### src/rtl/csb_arb_2to1_if.sv
// CSB request/response bundle: master drives the request, slave answers with ready and a response pulse.
// Identical on both sides of the arbiter so masters and the core port share one type.
interface csb_if;
  logic        csb_valid;
  logic        csb_ready;
  logic [15:0] csb_addr;
  logic [31:0] csb_wdat;
  logic        csb_write;
  logic        csb_nposted;
  logic        rsp_valid;
  logic [31:0] rsp_data;

  modport master (
    output csb_valid, csb_addr, csb_wdat, csb_write, csb_nposted,
    input  csb_ready, rsp_valid, rsp_data
  );

  modport slave (
    input  csb_valid, csb_addr, csb_wdat, csb_write, csb_nposted,
    output csb_ready, rsp_valid, rsp_data
  );
endinterface

### src/rtl/csb_arb_2to1.sv
// Round-robin 2:1 CSB arbiter, one outstanding non-posted access; request and response paths are 0-cycle.
// Backpressure: core ready goes only to the granted master in IDLE; grant is locked until its handshake.
module csb_arb_2to1 #(
  parameter int          RSP_TIMEOUT  = 1024,
  parameter logic [31:0] TIMEOUT_DATA = 32'hDEAD_BEEF
) (
  input  logic   pclk,
  input  logic   prstn,
  csb_if.slave   m0,
  csb_if.slave   m1,
  csb_if.master  nv,
  output logic   timeout_err,
  output logic   stray_rsp
);

  localparam logic [0:0]  ST_IDLE  = 1'b0;
  localparam logic [0:0]  ST_WAIT  = 1'b1;
  localparam logic [15:0] CNT_LAST = 16'(RSP_TIMEOUT - 1);

  logic [0:0]  r_state;
  logic        r_rr_pri;
  logic        r_lock;
  logic        r_lock_id;
  logic        r_owner;
  logic [15:0] r_cnt;

  logic        w_gnt_vld;
  logic        w_gnt_id;
  logic        w_req;
  logic        w_sel_valid;
  logic [15:0] w_sel_addr;
  logic [31:0] w_sel_wdat;
  logic        w_sel_write;
  logic        w_sel_nposted;
  logic        w_hs;
  logic        w_nonposted;
  logic        w_wait;
  logic        w_rsp_hit;
  logic        w_tmo;
  logic        w_rsp_fire;
  logic [31:0] w_rsp_dat;

  always_comb begin
    w_gnt_vld = 1'b0;
    w_gnt_id  = 1'b0;
    if (r_state == ST_IDLE) begin
      if (r_lock) begin
        w_gnt_vld = 1'b1;
        w_gnt_id  = r_lock_id;
      end else if (m0.csb_valid && m1.csb_valid) begin
        w_gnt_vld = 1'b1;
        w_gnt_id  = r_rr_pri;
      end else if (m0.csb_valid) begin
        w_gnt_vld = 1'b1;
        w_gnt_id  = 1'b0;
      end else if (m1.csb_valid) begin
        w_gnt_vld = 1'b1;
        w_gnt_id  = 1'b1;
      end
    end
  end

  // Outputs are gated by the reset pin itself so they drop the instant reset asserts.
  assign w_req         = w_gnt_vld & prstn;
  assign w_sel_valid   = w_gnt_id ? m1.csb_valid   : m0.csb_valid;
  assign w_sel_addr    = w_gnt_id ? m1.csb_addr    : m0.csb_addr;
  assign w_sel_wdat    = w_gnt_id ? m1.csb_wdat    : m0.csb_wdat;
  assign w_sel_write   = w_gnt_id ? m1.csb_write   : m0.csb_write;
  assign w_sel_nposted = w_gnt_id ? m1.csb_nposted : m0.csb_nposted;

  assign nv.csb_valid   = w_req & w_sel_valid;
  assign nv.csb_addr    = w_req ? w_sel_addr : 16'h0000;
  assign nv.csb_wdat    = w_req ? w_sel_wdat : 32'h0000_0000;
  assign nv.csb_write   = w_req & w_sel_write;
  assign nv.csb_nposted = w_req & w_sel_nposted;

  assign m0.csb_ready = w_req & ~w_gnt_id & nv.csb_ready;
  assign m1.csb_ready = w_req &  w_gnt_id & nv.csb_ready;

  assign w_hs        = nv.csb_valid & nv.csb_ready;
  assign w_nonposted = ~w_sel_write | w_sel_nposted;

  // A real response in the timeout cycle takes precedence over the timeout completion.
  assign w_wait     = (r_state == ST_WAIT) & prstn;
  assign w_rsp_hit  = w_wait & nv.rsp_valid;
  assign w_tmo      = w_wait & ~nv.rsp_valid & (r_cnt == CNT_LAST);
  assign w_rsp_fire = w_rsp_hit | w_tmo;
  assign w_rsp_dat  = w_rsp_hit ? nv.rsp_data : TIMEOUT_DATA;

  assign m0.rsp_valid = w_rsp_fire & ~r_owner;
  assign m1.rsp_valid = w_rsp_fire &  r_owner;
  assign m0.rsp_data  = m0.rsp_valid ? w_rsp_dat : 32'h0000_0000;
  assign m1.rsp_data  = m1.rsp_valid ? w_rsp_dat : 32'h0000_0000;

  assign timeout_err = w_tmo;
  assign stray_rsp   = prstn & (r_state == ST_IDLE) & nv.rsp_valid;

  always_ff @(posedge pclk or negedge prstn) begin
    if (!prstn) begin
      r_state   <= ST_IDLE;
      r_rr_pri  <= 1'b0;
      r_lock    <= 1'b0;
      r_lock_id <= 1'b0;
      r_owner   <= 1'b0;
      r_cnt     <= 16'h0000;
    end else begin
      case (r_state)
        ST_IDLE: begin
          if (w_hs) begin
            r_rr_pri <= ~w_gnt_id;
            r_lock   <= 1'b0;
            if (w_nonposted) begin
              r_owner <= w_gnt_id;
              r_cnt   <= 16'h0000;
              r_state <= ST_WAIT;
            end
          end else if (nv.csb_valid) begin
            r_lock    <= 1'b1;
            r_lock_id <= w_gnt_id;
          end
        end
        ST_WAIT: begin
          if (w_rsp_fire) begin
            r_state <= ST_IDLE;
          end else begin
            r_cnt <= r_cnt + 16'h0001;
          end
        end
        default: r_state <= ST_IDLE;
      endcase
    end
  end

endmodule

### src/flat_wrapper.sv
// flat-port wrapper written by rule: the top's interface ports become plain ports
module csb_arb_2to1_flat 
#(
  parameter int          RSP_TIMEOUT  = 1024,
  parameter logic [31:0] TIMEOUT_DATA = 32'hDEAD_BEEF
)
  (pclk, prstn, timeout_err, stray_rsp, m0_csb_valid, m0_csb_addr, m0_csb_wdat, m0_csb_write, m0_csb_nposted, m0_csb_ready, m0_rsp_valid, m0_rsp_data, m1_csb_valid, m1_csb_addr, m1_csb_wdat, m1_csb_write, m1_csb_nposted, m1_csb_ready, m1_rsp_valid, m1_rsp_data, nv_csb_valid, nv_csb_addr, nv_csb_wdat, nv_csb_write, nv_csb_nposted, nv_csb_ready, nv_rsp_valid, nv_rsp_data);
  csb_if m0_i ();
  csb_if m1_i ();
  csb_if nv_i ();
  input  logic pclk;
  input  logic prstn;
  output logic timeout_err;
  output logic stray_rsp;
  input wire logic [$bits(m0_i.csb_valid)-1:0] m0_csb_valid;
  input wire logic [$bits(m0_i.csb_addr)-1:0] m0_csb_addr;
  input wire logic [$bits(m0_i.csb_wdat)-1:0] m0_csb_wdat;
  input wire logic [$bits(m0_i.csb_write)-1:0] m0_csb_write;
  input wire logic [$bits(m0_i.csb_nposted)-1:0] m0_csb_nposted;
  output wire logic [$bits(m0_i.csb_ready)-1:0] m0_csb_ready;
  output wire logic [$bits(m0_i.rsp_valid)-1:0] m0_rsp_valid;
  output wire logic [$bits(m0_i.rsp_data)-1:0] m0_rsp_data;
  input wire logic [$bits(m1_i.csb_valid)-1:0] m1_csb_valid;
  input wire logic [$bits(m1_i.csb_addr)-1:0] m1_csb_addr;
  input wire logic [$bits(m1_i.csb_wdat)-1:0] m1_csb_wdat;
  input wire logic [$bits(m1_i.csb_write)-1:0] m1_csb_write;
  input wire logic [$bits(m1_i.csb_nposted)-1:0] m1_csb_nposted;
  output wire logic [$bits(m1_i.csb_ready)-1:0] m1_csb_ready;
  output wire logic [$bits(m1_i.rsp_valid)-1:0] m1_rsp_valid;
  output wire logic [$bits(m1_i.rsp_data)-1:0] m1_rsp_data;
  output wire logic [$bits(nv_i.csb_valid)-1:0] nv_csb_valid;
  output wire logic [$bits(nv_i.csb_addr)-1:0] nv_csb_addr;
  output wire logic [$bits(nv_i.csb_wdat)-1:0] nv_csb_wdat;
  output wire logic [$bits(nv_i.csb_write)-1:0] nv_csb_write;
  output wire logic [$bits(nv_i.csb_nposted)-1:0] nv_csb_nposted;
  input wire logic [$bits(nv_i.csb_ready)-1:0] nv_csb_ready;
  input wire logic [$bits(nv_i.rsp_valid)-1:0] nv_rsp_valid;
  input wire logic [$bits(nv_i.rsp_data)-1:0] nv_rsp_data;
  assign m0_i.csb_valid = m0_csb_valid;
  assign m0_i.csb_addr = m0_csb_addr;
  assign m0_i.csb_wdat = m0_csb_wdat;
  assign m0_i.csb_write = m0_csb_write;
  assign m0_i.csb_nposted = m0_csb_nposted;
  assign m0_csb_ready = m0_i.csb_ready;
  assign m0_rsp_valid = m0_i.rsp_valid;
  assign m0_rsp_data = m0_i.rsp_data;
  assign m1_i.csb_valid = m1_csb_valid;
  assign m1_i.csb_addr = m1_csb_addr;
  assign m1_i.csb_wdat = m1_csb_wdat;
  assign m1_i.csb_write = m1_csb_write;
  assign m1_i.csb_nposted = m1_csb_nposted;
  assign m1_csb_ready = m1_i.csb_ready;
  assign m1_rsp_valid = m1_i.rsp_valid;
  assign m1_rsp_data = m1_i.rsp_data;
  assign nv_csb_valid = nv_i.csb_valid;
  assign nv_csb_addr = nv_i.csb_addr;
  assign nv_csb_wdat = nv_i.csb_wdat;
  assign nv_csb_write = nv_i.csb_write;
  assign nv_csb_nposted = nv_i.csb_nposted;
  assign nv_i.csb_ready = nv_csb_ready;
  assign nv_i.rsp_valid = nv_rsp_valid;
  assign nv_i.rsp_data = nv_rsp_data;
  csb_arb_2to1 #(.RSP_TIMEOUT(RSP_TIMEOUT), .TIMEOUT_DATA(TIMEOUT_DATA)) u_core (.pclk(pclk), .prstn(prstn), .m0(m0_i), .m1(m1_i), .nv(nv_i), .timeout_err(timeout_err), .stray_rsp(stray_rsp));
endmodule
### config.mk
export PLATFORM = sky130hd
export DESIGN_NAME = csb_arb_2to1_flat
export DESIGN_NICKNAME = d
export VERILOG_FILES = /design/src/rtl/csb_arb_2to1_if.sv /design/src/rtl/csb_arb_2to1.sv /design/src/flat_wrapper.sv
export SDC_FILE = /design/constraint.sdc
export NUM_CORES = 1
export LEC_CHECK = 0
export ABC_CLOCK_PERIOD_IN_PS = 2100
export CAP_MARGIN = 20
export CORE_UTILIZATION = 27
export CTS_CLUSTER_DIAMETER = 40
export DETAILED_ROUTE_END_ITERATION = 10
export PLACE_DENSITY_LB_ADDON = 0.05
export REMOVE_ABC_BUFFERS = 1
export SYNTH_ARGS = -nofsm -noshare
export SYNTH_HDL_FRONTEND = slang
export SYNTH_SLANG_ARGS = --single-unit
### constraint.sdc
create_clock -name pclk -period 2.1 [get_ports pclk]
set_clock_uncertainty 0.05 [all_clocks]
set_input_delay 0.42 -clock pclk [delete_from_list [all_inputs] [get_ports pclk]]
set_output_delay 0.42 -clock pclk [all_outputs]
set_load 0.005 [all_outputs]
# [Yosys cells after proc, flatten, opt, wreduce, memory -nomap -nowiden]
# Index checks and enable logic that the tools add are counted.
[word_totals] reg_bits=21 latch_bits=0 ramBits=0 mem_bits_ro=0 input_bits=138 output_inout_bits=121 elab_cells=72 n_memories=0
[classes] n_addsub=1 multipliers=0 div_mod_pow=0 n_lt_le_gt_ge=0 eq_ne=4 shift=0 muxes=29 bitwise_logic=25 n_reduce_logical=7
[op_table] cell="32-bit two-way mux" count=5
[op_table] cell="16-bit two-way mux" count=5
[op_table] cell="16-bit case mux with 2 select lines" count=1
[op_table] cell="1-bit AND" count=17
[op_table] cell="1-bit two-way mux" count=17
[op_table] cell="16-bit by 1-bit adder with 16-bit output (second input constant)" count=1
[op_table] cell="16-bit by 10-bit == test with 1-bit output (second input constant)" count=1
[op_table] cell="3-bit AND reduction" count=3
[op_table] cell="1-bit NOT" count=6
[op_table] cell="2-bit by 1-bit inequality test with 1-bit output (second input constant)" count=2
[op_table] cell="2-bit AND reduction" count=2
[op_table] cell="2-bit inequality test (second input constant)" count=1
[op_table] cell="1-bit bitwise OR" count=2
[op_table] cell="1-bit case mux with 2 select lines" count=1
[op_table] cell="2-bit nonzero test" count=1
[op_table] cell="1-bit logical AND" count=1

# [Depth between registers and ports, before layout]
[depth] depth_word=11 ltp_mapped=7 ltp_nobuf=6

# [Worst setup path after synthesis]
# OpenSTA, ideal clock, no wires.
[synth_timing] path_kind="reg-to-output" from="register u_core.r_cnt[0]" to="output port m0_rsp_data[10]" t_arrival_ps=1669 t_required_ps=1630 path_slack_ps=-39 stages_incl_launch_ff=8 path_buffers=2 cell_sequence="dfrtp_1 -> ha_1 -> nand2_1 -> or3_1 -> or2_1 -> buf_2 -> buf_6 -> a21oi_1"
[synth_between] elab_chain_cells=5
[synth_rtl] item="from (decl)" line_no="csb_arb_2to1.sv:25" text="logic [15:0] r_cnt;"
[synth_rtl] item="from (signal assigned)" line_no="csb_arb_2to1.sv:126" text="r_cnt <= r_cnt + 16'h0001;"
[synth_rtl] item="16-bit by 10-bit == test with 1-bit output" line_no="csb_arb_2to1.sv:86" text="assign w_tmo = w_wait & ~nv.rsp_valid & (r_cnt == CNT_LAST);"
[synth_rtl] item="1-bit AND" line_no="csb_arb_2to1.sv:86"
[synth_rtl] item="1-bit bitwise OR" line_no="csb_arb_2to1.sv:87" text="assign w_rsp_fire = w_rsp_hit | w_tmo;"
[synth_rtl] item="1-bit AND" line_no="csb_arb_2to1.sv:90" text="assign m0.rsp_valid = w_rsp_fire & ~r_owner;"
[synth_rtl] item="32-bit two-way mux" line_no="csb_arb_2to1.sv:92" text="assign m0.rsp_data = m0.rsp_valid ? w_rsp_dat : 32'h0000_0000;"
[synth_rtl] item="to (decl)" line_no="flat_wrapper.sv:22" text="output wire logic [$bits(m0_i.rsp_data)-1:0] m0_rsp_data;"
# Every way passes these cells.

# [Final worst setup path]
[layout_timing] from="register u_core.r_cnt[13]" to="output port m1_rsp_data[23]"
[layout_between] elab_chain_cells=5
[layout_rtl] item="16-bit by 10-bit == test with 1-bit output" line_no="csb_arb_2to1.sv:86"
[layout_rtl] item="1-bit AND" line_no="csb_arb_2to1.sv:86"
[layout_rtl] item="1-bit bitwise OR" line_no="csb_arb_2to1.sv:87"
[layout_rtl] item="1-bit AND" line_no="csb_arb_2to1.sv:91" text="assign m1.rsp_valid = w_rsp_fire & r_owner;"
[layout_rtl] item="32-bit two-way mux" line_no="csb_arb_2to1.sv:93" text="assign m1.rsp_data = m1.rsp_valid ? w_rsp_dat : 32'h0000_0000;"
[layout_rtl] item="to (decl)" line_no="flat_wrapper.sv:30" text="output wire logic [$bits(m1_i.rsp_data)-1:0] m1_rsp_data;"
# Every way passes these cells.

==> impl_metrics.ini <==
[drt]
avgViaCountPerCell = 5.19
ant_nets = 0
dr.pass1.iters = 4
vias = 4729
drtIter0Drc = 115
remaining_drc_errors = 0
wl_mm = 17.8
wl_per_cell_um = 19.5

[pwr]
p_total_mw = 7.00
power_density_mw_per_mm2 = 950
p_sw_mw = 3.17
clockPowerShare = 0.039
power_frac_comb = 0.881
vdd_drop_max_mv = 0.928
p_sw_frac = 0.453
seqPwrFrac = 0.080
power.leakage_nw = 3.53
p_int_mw = 3.83

[clock_network]
path_clk_slew_ps = 80
clock-sinks = 21
tritoncts = yes
clockRootBuffer = clkbuf_8
clock_tree.buffer_depth = 2
worst_skew_pair.late_latency_ps = 270
cts_buffers = 3
htree_levels = 1

[worst_setup_path]
cp_max_fo = 5
cp-start-kind = flop
critPathLaunch = u_core.r_cnt[13]
cp.arrival_ps = 2110
worstPathRequired_ps = 1630
crit_type = flop to output port
end_kind = output port
r2r_start = u_core.r_lock
rrSetupSlack_ps = 20

[yosys]
ys_ff_latch = 21
synth.distinct_cells = 49
yosys-mux-area-fraction = 0.00955
synth-compound-area-share = 0.296
avgSynthCellArea_sq_um = 6.19
ys_warn_count = 0
synth-xor-area-share = 0.0334
ys_seq_area_frac = 0.201
synth_simple_gate_area_frac = 0.364
synthAdderAreaFrac = 0.00478
synth-edff-count = 0
syn-cell-area_sq_mm = 0.00262
ys.flop_type = dfrtp_1
synth_top_family_by_area = simple AND/OR/NAND/NOR gates
synthArstFlopShare = 1.00
postSynthCellCount = 423

[grt]
track_usage = 0.315
first_global_vias = 4642
grt_max_degree = 44
grt_overflow = 0
grt_pass1_wl_mm = 24.5
antenna_found_initial = 0

[timing]
worstMarginPinSlew_ps = 487
final_max_slew_viol_count = 0
maxSlewHeadroom = 0.672
period_needed_ps = 2580
fin_ws_ps = -476
grt_setup_unrepaired = yes
clock.fmax_mhz = 388
setup_viol = 104
hold_viol = 0
period_share = 1.23

[final_layout]
layout-drive-gt1-share = 0.605
antenna-diode-count = 0
nets = 923
area_delta_synth_final_pct = 181
final_common_cell = clkdlybuf4s50_1
area.sequential_sq_um = 527
final_cell_mix = clkdlybuf4s50_1 (133), buf_2 (115), buf_4 (76)
nFillCells = 628
multi_input_area_sq_mm = 0.00294
fin_area_sq_mm = 0.00737

[die]
start_util = 0.281
fp.dieArea_sq_mm = 0.0101
io-pin-count = 259
die_h_um = 101
core_area_sq_mm = 0.00933
die_w_um = 101
core.rowCount = 35

[run]
max_cap_viol_count = 0

[placed_design]
io_buffers = 258
gp_congestion = 0.916
placed_cell_area_sq_mm = 0.00587
dp_hpwl_mm = 11.4

[status]
status = finished with violations
violations = setup timing

[min_path]
min_path_type = input port to async pin
==> stage by stage <==
| stage | instances | hold slack (ps) | setup TNS (ps) | utilization | worst slack (ps) |
|---|---|---|---|---|---|
| 2_1_floorplan | 384 | 74.4 | -86350 | - | -1190 |
| 3_3_place_gp | 848 | 508 | -92950 | 0.629 | -780 |
| 3_5_place_dp | 848 | 516 | -96970 | 0.629 | -798 |
| 4_1_cts | 902 | 126 | -30740 | 0.720 | -475 |
| 5_1_grt | 912 | 122 | -45170 | 0.790 | -575 |
| 6_report | 912 | 132 | -37850 | 0.790 | -476 |
==> area by class of cell <==
type | instances | area share
well taps | 129 | 0.0219
multi-input cells | 352 | 0.400
clock inverters | 1 | 0.000679
inverters | 11 | 0.00560
flip-flops and latches | 21 | 0.0715
repair buffers | 395 | 0.495
clock buffers | 3 | 0.00560
==> registers in the layout, indices dropped and copies added, names as in the netlist <==
name              cells
u_core.r_cnt         16
u_core.r_rr_pri       1
u_core.r_lock_id      1
u_core.r_state        1
u_core.r_lock         1
u_core.r_owner        1
==> synthesized netlist by cell type (all sizes together) (2+ instances only) <==
library cell  number  share of area
a21oi             80           0.15
and2               8          0.019
a21o               2         0.0057
inv               11          0.016
dfrtp             21           0.20
a31oi              3         0.0072
nand3              6          0.011
nand4              2         0.0072
nand2            134           0.19
and4               3          0.010
buf               10          0.034
o211ai             5          0.014
xor2               9          0.030
nor2              20          0.029
or2                2         0.0048
a21boi            26          0.074
o21bai             2         0.0057
o22ai              2         0.0048
clkbuf            29          0.042
and3              12          0.029
nand2b             3          0.010
o21ai              6          0.011
nor4               6          0.014
nor3               4         0.0076
==> kinds of logic (layout without fill, tap and decap cells) <==
family,count (synthesis),after routing
AO/OA/AOI/OAI,132,132
XOR/XNOR,10,10
buffers and inverters,50,410
multiplexers,2,2
flip-flops,21,21
AND/OR/NAND/NOR,207,207
adder cells (fa/ha/maj),1,1
==> power by group through the flow <==
stage / sequential, mW / combinational (mW) / clock, mW
finish: 0.563 / 6.17 / 0.271
global route: 0.573 / 6.48 / 0.298
CTS: 0.557 / 5.34 / 0.277
detailed placement: 0.565 / 3.53 / 0
global placement: 0.562 / 3.48 / 0
floorplan: 0.646 / 1.27 / 0
==> worst max-delay path: stages (launching register included) <==
cell      delay, ps
dfrtp_1         400
nor4_2          330
nand4_1         190
or2_4           330
buf_6           130
buf_6           120
buf_6           120
a21boi_2        110
buf_2           110
==> final timing paths <==
| path | cells after the start | to |
|---|---|---|
| setup / recovery | 8 | m1_rsp_data[23] |
| hold / removal | 2 | u_core.r_state |
| setup reg to reg | 9 | u_core.r_owner |
| hold reg to reg | 2 | u_core.r_cnt[5] |
| max in group asynchronous | 4 | u_core.r_cnt[0] |
| min in group pclk | 2 | u_core.r_cnt[5] |
==> what timing repair did <==
item	in CTS	in global routing
endpoints found under the setup margin	139	135
setup buffers	36	20
hold buffers	0	0
resized for setup	654	187
pin swaps	63	84
hold endpoints to repair	0	0
cloned	16	3
==> routing by layer <==
layer / part of all wire / global-route usage / vias to the layer above
li1: - / - / 2170
met1: 0.34 / 0.318 / 2226
met2: 0.52 / 0.609 / 262
met3: 0.072 / 0.0714 / 71
met4: 0.061 / 0.149 / 0
met5: 0 / 0 / -
Power figures use the tool's default switching activity.
